==> src/rtl/fd_inst_queue.sv <==
// In-order instruction queue between fetch and decode.
// Back-pressures fetch through ReadyF; Flush discards every buffered entry.
module fd_inst_queue #(
    parameter int DEPTH = 4,
    parameter int PTR_W = 2
) (
    input  logic             Clk,
    input  logic             Reset,
    input  logic             ValidF,
    input  logic [31:0]      InstrF,
    input  logic [31:0]      PC4F,
    input  logic [31:0]      PCF,
    output logic             ReadyF,
    input  logic             StallD,
    input  logic             Flush,
    output logic             ValidD,
    output logic [31:0]      InstrD,
    output logic [31:0]      PC4D,
    output logic [31:0]      PCD,
    output logic [PTR_W:0]   Count
);

    typedef struct packed {
        logic [31:0] instr;
        logic [31:0] pc4;
        logic [31:0] pc;
    } entry_t;

    localparam logic [PTR_W:0] FULL = (PTR_W+1)'(DEPTH);

    entry_t             mem_q [DEPTH];
    entry_t             mem_d [DEPTH];
    logic [PTR_W-1:0]   rd_ptr_q, rd_ptr_d;
    logic [PTR_W-1:0]   wr_ptr_q, wr_ptr_d;
    logic [PTR_W:0]     count_q, count_d;
    logic               enq, deq;
    entry_t             head;

    // A full queue never accepts, even if decode drains in the same cycle.
    assign ReadyF = (count_q != FULL);
    assign ValidD = (count_q != '0);
    assign Count  = count_q;

    assign enq = ValidF & ReadyF & ~Flush;
    assign deq = ValidD & ~StallD & ~Flush;

    assign head   = mem_q[rd_ptr_q];
    assign InstrD = ValidD ? head.instr : 32'h0;
    assign PC4D   = ValidD ? head.pc4   : 32'h0;
    assign PCD    = ValidD ? head.pc    : 32'h0;

    always_comb begin
        mem_d    = mem_q;
        rd_ptr_d = rd_ptr_q;
        wr_ptr_d = wr_ptr_q;
        count_d  = count_q;
        if (Flush) begin
            rd_ptr_d = '0;
            wr_ptr_d = '0;
            count_d  = '0;
        end else begin
            if (enq) begin
                mem_d[wr_ptr_q] = '{instr: InstrF, pc4: PC4F, pc: PCF};
                wr_ptr_d        = wr_ptr_q + 1'b1;
            end
            if (deq) begin
                rd_ptr_d = rd_ptr_q + 1'b1;
            end
            case ({enq, deq})
                2'b10:   count_d = count_q + 1'b1;
                2'b01:   count_d = count_q - 1'b1;
                default: count_d = count_q;
            endcase
        end
    end

    always_ff @(posedge Clk or posedge Reset) begin
        if (Reset) begin
            for (int i = 0; i < DEPTH; i++) begin
                mem_q[i] <= '0;
            end
            rd_ptr_q <= '0;
            wr_ptr_q <= '0;
            count_q  <= '0;
        end else begin
            for (int i = 0; i < DEPTH; i++) begin
                mem_q[i] <= mem_d[i];
            end
            rd_ptr_q <= rd_ptr_d;
            wr_ptr_q <= wr_ptr_d;
            count_q  <= count_d;
        end
    end

endmodule
==> config.mk <==
export PLATFORM = sky130hd
export DESIGN_NAME = fd_inst_queue
export DESIGN_NICKNAME = d
export VERILOG_FILES = /design/src/rtl/fd_inst_queue.sv
export SDC_FILE = /design/constraint.sdc
export NUM_CORES = 1
export LEC_CHECK = 0
export BUFFER_PORTS_ARGS = -buffer_cell sky130_fd_sc_hd__buf_4
export CAP_MARGIN = 10
export CORE_ASPECT_RATIO = 0.6
export CORE_MARGIN = 4
export CORE_UTILIZATION = 55
export DETAILED_ROUTE_END_ITERATION = 8
export GPL_TIMING_DRIVEN = 0
export PLACE_DENSITY = 0.79
export SLEW_MARGIN = 0
export SYNTH_ARGS = -nofsm -noshare
export SYNTH_HDL_FRONTEND = slang
export SYNTH_SLANG_ARGS = --single-unit
export TNS_END_PERCENT = 10
==> constraint.sdc <==
create_clock -name Clk -period 22.3 [get_ports Clk]
set_clock_uncertainty 0.2 [all_clocks]
set_input_delay 2.23 -clock Clk [delete_from_list [all_inputs] [get_ports Clk]]
set_output_delay 2.23 -clock Clk [all_outputs]
set_load 0.05 [all_outputs]
## After elaboration in Yosys (flattened, before gate mapping)

Cells that the tools add are included.

- Register bits: 391
- Output and inout bits: 101
- Input port bits: 101
- Word-level logic and storage cells: 54

- Add/subtract/negate cells: 4
- $lt $le $gt $ge: 3
- Bitwise operators: 8
- Muxes and demuxes: 15
- Reductions and logical operators: 6
- Equality and inequality tests: 3

Operators by type and width:

| operator | count |
|---|---|
| $bwmux 384 | 1 |
| $mux 96 | 3 |
| $bmux 96 s2 | 1 |
| $demux 96 s2 | 1 |
| $mux 32 | 3 |
| $mux 2 | 4 |
| $ge 3x3->1 const B | 2 |
| $not 2->3 | 2 |
| $pmux 3 s2 | 1 |
| $reduce_bool 3->1 | 2 |
| $add 2x1->2 const B | 2 |
| $and 1x1->1 | 4 |
| $reduce_bool 2->1 | 2 |
| $add 3x1->3 const B | 1 |
| $lt 3x1->1 const B | 1 |
| $mux 3 | 1 |
| $ne 3x3->1 const B | 1 |
| $sub 3x1->3 const B | 1 |
| $eq 2x1->1 const B | 1 |
| $eq 2x2->1 const B | 1 |
| $not 1->1 | 2 |
| $reduce_and 2->1 | 1 |
| $logic_and 1x1->1 | 1 |

## Depth between registers and ports, before layout

Gate-level depths: netlist of run 1.

- Depth in word-level cells: 6
- Mapped depth: 7
- Gate-level depth less buffers: 6

## Worst setup path before layout of run 1

Ideal clock, no wire load.

- Path kind: register -> output
- From: reg count_q[1], in the netlist Count[1]
- To: out PCD[20]
- Stages on the path, launching flop included: 6
- Data required time: 19.870 ns
- Buffers on the path: 2
- Arrival: 2.267 ns
- Path slack: 17.603 ns
- Cells stage by stage: dfrtp_1 > buf_4 > nor3_1 > inv_1 > clkbuf_1 > and2_1

- Longest elaborated chain between the ends: 2

RTL lines:

| item | RTL line | source |
|---|---|---|
| start, declared | 35 | `logic [PTR_W:0] count_q, count_d;` |
| start signal, assigned | 91 | `count_q <= count_d;` |
| $reduce_bool 3->1 | 41 | `assign ValidD = (count_q != '0);` |
| via ValidD | 16 | `output logic ValidD,` |
| $mux 32 | 50 | `assign PCD = ValidD ? head.pc : 32'h0;` |
| end, declared | 19 | `output logic [31:0] PCD,` |

The timed path passes the listed nets, and every way through them passes these cells.

## Final worst setup path of run 1

- From: reg count_q[1], in the netlist Count[1]
- To: out PCD[14]

- Longest elaborated chain between the ends: 2

RTL lines:

| item | RTL line |
|---|---|
| $reduce_bool 3->1 | 41 |
| $mux 32 | 50 |

No other way between the ends.

==> summary.txt, run 1 <==
Outcome
  – Status: complete, no violations

STA
  – Final period utilization: 24.0%
  – Setup_tns: 0 ns
  – Fin crit period: 5.35 ns
  – Max-slew violation count: 0
  – # setup viols final: 0
  – Fin. Hold Viols: 0
  – Headroom to the max-slew limit: 61.1%
  – Worst-Margin Slew: 0.584 ns
  – Unrepaired setup endpoints after global routing: no
  – Fmax: 187 MHz

Synth
  – Syn. warnings: 0
  – Area share of the largest cell type after synthesis: 52.5%
  – Post-synth EDFFs: 0
  – Mapped Cells: 1,103
  – Syn nets: 1,209
  – Area contributors post-synth: dfrtp_1 53%, mux2_2 14%, mux2_4 13%
  – Mapped Area: 0.0186 mm^2
  – Synth unique cells: 35
  – Seq/Total Area, Yosys: 52.5%
  – FFs w/ async S/R, synth: 100%
  – Avg Synthesized Cell Area: 16.9 um^2
  – Top_reg_cell synth: dfrtp_1
  – Top cell type by total area after synthesis: dfrtp_1
  – Synthesized flop and latch total: 391

Placement
  – Routability cong.: 0.788
  – Placed instance count: 1,756
  – DP HPWL: 28,700 um
  – Port Buf Inserts: 200

Power
  – VDD IR max: 82.7 uV
  – Sequential share of power: 39.6%
  – Pint: 1810 uW
  – Switching power: 905 uW
  – Part of the power in combinational logic: 37.8%
  – Switch share: 33.4%
  – P per Cell Area: 124 mW/mm^2
  – Clock network power share: 22.6%
  – Leak Pwr: 0.0105 uW

Routing
  – Remaining DRCs: 0
  – Antenna-violating nets left: 0
  – Vias post-DR: 10,400
  – Vias per inst: 5.73
  – Drt total wl: 41,900 um
  – First-pass DRT Iterations: 7
  – Routed len/inst: 23.0 um
  – Starting DRT DRC Count: 659

Cells and area
  – Layout area overhead: 17.7%
  – Most frequent cells in the layout: 391 x dfrtp_1, 225 x mux2_2, 223 x buf_4, 160 x mux2_4
  – Multi-input logic area: 0.00810 mm^2
  – Post-Layout Cell Count: 1,818
  – Seq. cell area: 0.00978 mm^2
  – Fin util: 66.6%
  – Fill count: 2,332
  – Final nets: 1,451
  – Layout cells sized above 1: 59.4%
  – Most common cell after layout, fill and taps aside: dfrtp_1

Critical path
  – Type of origin of the critical path: flop
  – Flop-to-flop setup slack: 19.56 ns
  – CP arrival: 2.92 ns
  – Worst reg2reg path depth: 7
  – CP Max Fanout: 10
  – Worst setup path start: Count[1]
  – Crit Path Category: flop to output port
  – Worst r2r src: Count[1]
  – Worst r2r dst: Count[2]
  – Critical path capture point type: output port
  – Critical Path RT: 19.87 ns

Clocking
  – Clock buffer depth: 3
  – Root Driver: clkbuf_16
  – CTS resizes: 0
  – Hold bufs inserted after CTS: 0
  – CTS buffer count: 37
  – CTS tree: yes
  – # Post-CTS Setup Buffers: 0
  – Clock slew at reported path FFs: 0.06 ns
  – H-tree level count: 2
  – CTS sink count: 391
  – Clock latency on the worst-skew pair: 0.52 ns

Global route
  – First-pass GRT wire length: 67,000 um
  – Vias in the first global route: 11,500
  – Global-route usage over all layers: 23.3%
  – Initial antenna violation count: 2
  – Grt ovf: 0
  – Pin count of the biggest net entering global routing: 108

Hold path
  – Worst hold stages: 1
  – Hold crit path type: flop to flop
  – Worst hold start: mem_q[172]
  – Hold Crit Endpoint: mem_q[172]

Floorplanning
  – Die Height: 151 um
  – Core ar.: 0.0329 mm^2
  – Die X: 246 um
  – Initial Util: 56.6%
  – Die area: 0.0370 mm^2
  – Rows: 51
  – Number of I/O pins: 202

Flow run
  – Max cap viols: 0
[routing by layer]
metal,global-route usage (%),up-vias,wire length [um]
met5,0,-,20
li1,-,4536,-
met2,36.2,239,19300
met3,4.41,68,2010
met4,5.87,2,878
met1,34.5,5567,19700
[flip-flops by register name (all words and copies together), names as in the netlist]
signal / cells
Count: 3
rd_ptr_q: 2
wr_ptr_q: 2
mem_q: 384
[area by class of cell]
cell class                 count  area share [%]
clock buffer                  54            4.97
inverter                       9           0.200
multi-input combinational    626            36.9
buffer                        77            3.26
clock inverter                 7           0.274
antenna                        1          0.0114
sequential                   391            44.6
timing repair buffer         203            7.22
tap                          450            2.57
[Yosys cell counts, types with 2 or more instances]
library cell  instances
nand3_1               4
ha_1                  4
mux2_4              160
o211ai_1              2
buf_2                22
o21ai_0               5
clkbuf_1             11
buf_8                 4
mux4_2               96
inv_1                 8
or3_1                 3
o311ai_0              2
nor2_1                3
buf_12               16
dfrtp_1             391
nor2b_1               5
buf_4                23
mux2_2              225
nand3_4               4
a21oi_1               5
and2_1               96
[power by group through the flow]
stage	clock network [uW]	registers, uW	logic (uW)
after floorplan	0	1040	787
after global placement	0	1070	1010
after detailed placement	0	1080	1030
after CTS	628	1070	1040
after global routing	659	1100	1090
final	613	1070	1030
[how the worst max path moves through the flow]
stage / to
finish: PCD[14]
global route: PC4D[28]
CTS: PC4D[28]
detailed placement: PC4D[28]
global placement: mem_q[181]
floorplan: Count[0]
[metrics by stage]
step                      hold WS [ns]  area, um^2  total power (uW)  setup WS (ns)
after global routing             0.305       21900              2850          16.81
after floorplan                  0.274       18600              1830           9.00
after detailed placement         0.288       20800              2110          17.49
after global placement           0.282       20700              2080           4.83
after CTS                        0.301       21900              2730          16.89
final                            0.303       21900              2710          16.95
[cells by family (layout without fill, tap and decap cells)]
logic type | after synthesis | in the layout | share of synthesized area, %
compound gates | 18 | 18 | 0.611
fa+ha+maj | 5 | 5 | 0.376
mux | 481 | 481 | 38.1
buf+inv | 86 | 350 | 4.04
xor+xnor | 1 | 1 | 0.0470
other cells | 0 | 1 | 0
simple gates | 121 | 121 | 4.32
flops | 391 | 391 | 52.5
[worst max-delay path, stage by stage (launching register included)]
cell	delay, ns
dfrtp_1	0.42
buf_4	0.19
nor3_1	0.40
inv_1	0.34
buf_2	0.33
clkbuf_1	0.28
and2_1	0.25
buf_4	0.20
(Power assumes the default switching activity.)
==> inputs of run 2 (changes only) <==
==> constraint.sdc (replaced) <==
create_clock -name Clk -period 5.2 [get_ports Clk]
set_clock_uncertainty 0.2 [all_clocks]
set_input_delay 0.52 -clock Clk [delete_from_list [all_inputs] [get_ports Clk]]
set_output_delay 0.52 -clock Clk [all_outputs]
set_load 0.05 [all_outputs]
==> summary.txt, run 2 (synthesis gave the netlist of run 1 again) <==
Routing
  – Vias per inst: 5.68 (-0.87%)
  – First-pass DRT Iterations: 5 (-2)
  – Vias post-DR: 10,400 (+0.22%)
  – Drt total wl: 41,900 um (+0.16%)
  – Routed len/inst: 22.8 um (-0.93%)
  – Remaining DRCs: 0 (unchanged)
  – Starting DRT DRC Count: 549 (-17%)
  – Antenna-violating nets left: 0 (unchanged)

Critical path
  – Crit-path max cell delay: 0.57 ns (+0.15 ns)
  – CP Max Fanout: 11 (+1)
  – Critical Path RT: 4.48 ns (-15.39 ns)
  – CP cell instances: nor3_1, inv_1, buf_2, clkbuf_1, and2_1, buf_4
  – Crit Path Category: flop to output port
  – Flop-to-flop setup slack: 2.48 ns (-17.08 ns)
  – CP arrival: 2.94 ns (+0.02 ns)
  – Critical-path top delay cell: dfrtp_1
  – Critical path capture point type: output port
  – Type of origin of the critical path: flop

Placement
  – Pre-CTS setup slack: 2.06 ns (-15.43 ns)
  – Port Buf Inserts: 200 (unchanged)
  – DP HPWL: 29,300 um (+1.9%)
  – Routability cong.: 0.795 (+0.82%)

Floorplanning
  – Die area: 0.0370 mm^2 (unchanged)
  – Die Height: 151 um (unchanged)
  – Rows: 51 (unchanged)
  – Number of I/O pins: 202 (unchanged)
  – Core ar.: 0.0329 mm^2 (unchanged)
  – Initial Util: 56.6% (unchanged)
  – Die X: 246 um (unchanged)

Outcome
  – Status: complete, no violations

Cells and area
  – Layout cells sized above 1: 60.0% (+0.57 points)
  – Layout area overhead: 19.7%
  – Largest Register: mem_q
  – Final nets: 1,461 (+0.69%)
  – Max FFs per register: 384 (unchanged)
  – Most common cell after layout, fill and taps aside: dfrtp_1
  – Fill count: 2,250 (-3.5%)
  – Most frequent cells in the layout: 391 x dfrtp_1, 225 x mux2_2, 223 x buf_4, 160 x mux2_4

Clocking
  – Clock buffer depth: 3 (unchanged)
  – Root Driver: clkbuf_16
  – CTS resizes: 0 (unchanged)
  – CTS tree: yes
  – CTS buffer count: 38 (+2.7%)
  – # Post-CTS Setup Buffers: 0 (unchanged)
  – Clock slew at reported path FFs: 0.07 ns (about the same)
  – CTS sink count: 391 (unchanged)
  – H-tree level count: 2 (unchanged)
  – Clock latency on the worst-skew pair: 0.53 ns (about the same)

STA
  – Setup ws final: 1.54 ns (-15.41 ns)
  – Unrepaired setup endpoints after global routing: no
  – # setup viols final: 0 (unchanged)
  – Fin. Hold Viols: 0 (unchanged)
  – Worst-Margin Slew: 0.581 ns (-0.00324 ns)
  – Setup_tns: 0 ns (unchanged)
  – Final period utilization: 70.3%
  – Fmax: 273 MHz
  – Headroom to the max-slew limit: 61.2% (+0.13 points)
  – Max-slew violation count: 0 (unchanged)
  – Fin crit period: 3.66 ns

Power
  – Leak Pwr: 0.0107 uW (+1.5%)
  – P per Cell Area: 540 mW/mm^2 (+340%)
  – VDD IR max: 289 uV (+250%)

Hold path
  – Hold crit path type: input pin to flop

Global route
  – First-pass GRT wire length: 67,500 um (+0.65%)
  – Grt ovf: 0 (unchanged)
  – Vias in the first global route: 11,600 (+1.2%)
  – Global-route usage over all layers: 23.3% (about the same)
  – Pin count of the biggest net entering global routing: 45 (-58%)
  – Initial antenna violation count: 4 (+2)

Flow run
  – Max cap viols: 0 (unchanged)
[run 2: cell types whose count changed in the layout (fill, tap and decap cells not counted), moves of 2 or more]
| cell | previous run | this run |
|---|---|---|
| bufinv_16 | 1 | 6 |
| clkbuf_8 | 10 | 6 |
| diode_2 | 1 | 4 |
| clkbuf_16 | 37 | 41 |
| clkinvlp_4 | 0 | 4 |
| clkbuf_1 | 18 | 15 |
| buf_16 | 3 | 0 |
| clkinv_4 | 0 | 2 |
| buf_12 | 16 | 26 |
| dlygate4sd3_1 | 0 | 2 |
[run 2: path summary, 6_finish.rpt]
check                           start    endpoint  cells after the start
min                          PC4F[20]  mem_q[148]                      2
min in group asynchronous       Reset  mem_q[248]                      3
min reg2reg                mem_q[172]  mem_q[172]                      1
max reg2reg                  Count[1]    Count[2]                      7
max                          Count[0]    PC4D[27]                      6
max in group asynchronous       Reset  mem_q[107]                      8
[run 2: timing repair]
action	CTS	global route
endpoints found under the hold margin	25	0
hold buffers	2	0
endpoints found under the setup margin	0	0
[run 2: critical path: cells and delay by family (launching register included)]
kind,cells,cell delay (ns)
buffers and inverters,4,1.42
flip-flops,1,0.57
AND/OR/NAND/NOR,2,0.41
[run 2: report_power, final]
part	switching (uW)	total [uW]	internal [uW]
combinational	2220	4410	2200
clock	1200	3020	1820
sequential	543	4600	4060
total	3960	12000	8080
[run 2: layout make-up]
type / instances / area (um^2) / share of cell area, %
antenna: 4 / 10.0 / 0.0449
buffer: 77 / 716 / 3.21
clock buffer: 51 / 1120 / 5.04
clock inverter: 18 / 255 / 1.14
inverter: 9 / 40.0 / 0.179
multi-input combinational: 626 / 8100 / 36.3
sequential: 391 / 9780 / 43.9
tap: 450 / 563 / 2.52
timing repair buffer: 212 / 1720 / 7.72
[run 2: layer usage]
layer  vias up  global-route usage [%]  share of wire [%]
met5         -                       0              0.048
met4         2                    6.57                2.5
met3        66                    4.68                4.6
met2       221                    36.3                 47
met1      5593                    34.0                 46
li1       4553                       -                  -
[run 2: per-stage QoR]
| stage | hold slack [ns] | cell area, um^2 | cells | utilization, % | power (uW) |
|---|---|---|---|---|---|
| after floorplan | 0.274 | 18600 | 1103 | - | 7840 |
| after global placement | 0.281 | 20700 | 1753 | 62.9 | 8900 |
| after detailed placement | 0.287 | 20900 | 1763 | 63.5 | 9070 |
| after CTS | 0.0221 | 22300 | 1834 | 67.7 | 12100 |
| after global routing | 0.0242 | 22300 | 1837 | 67.7 | 12600 |
| final | 0.0467 | 22300 | 1838 | 67.8 | 12000 |
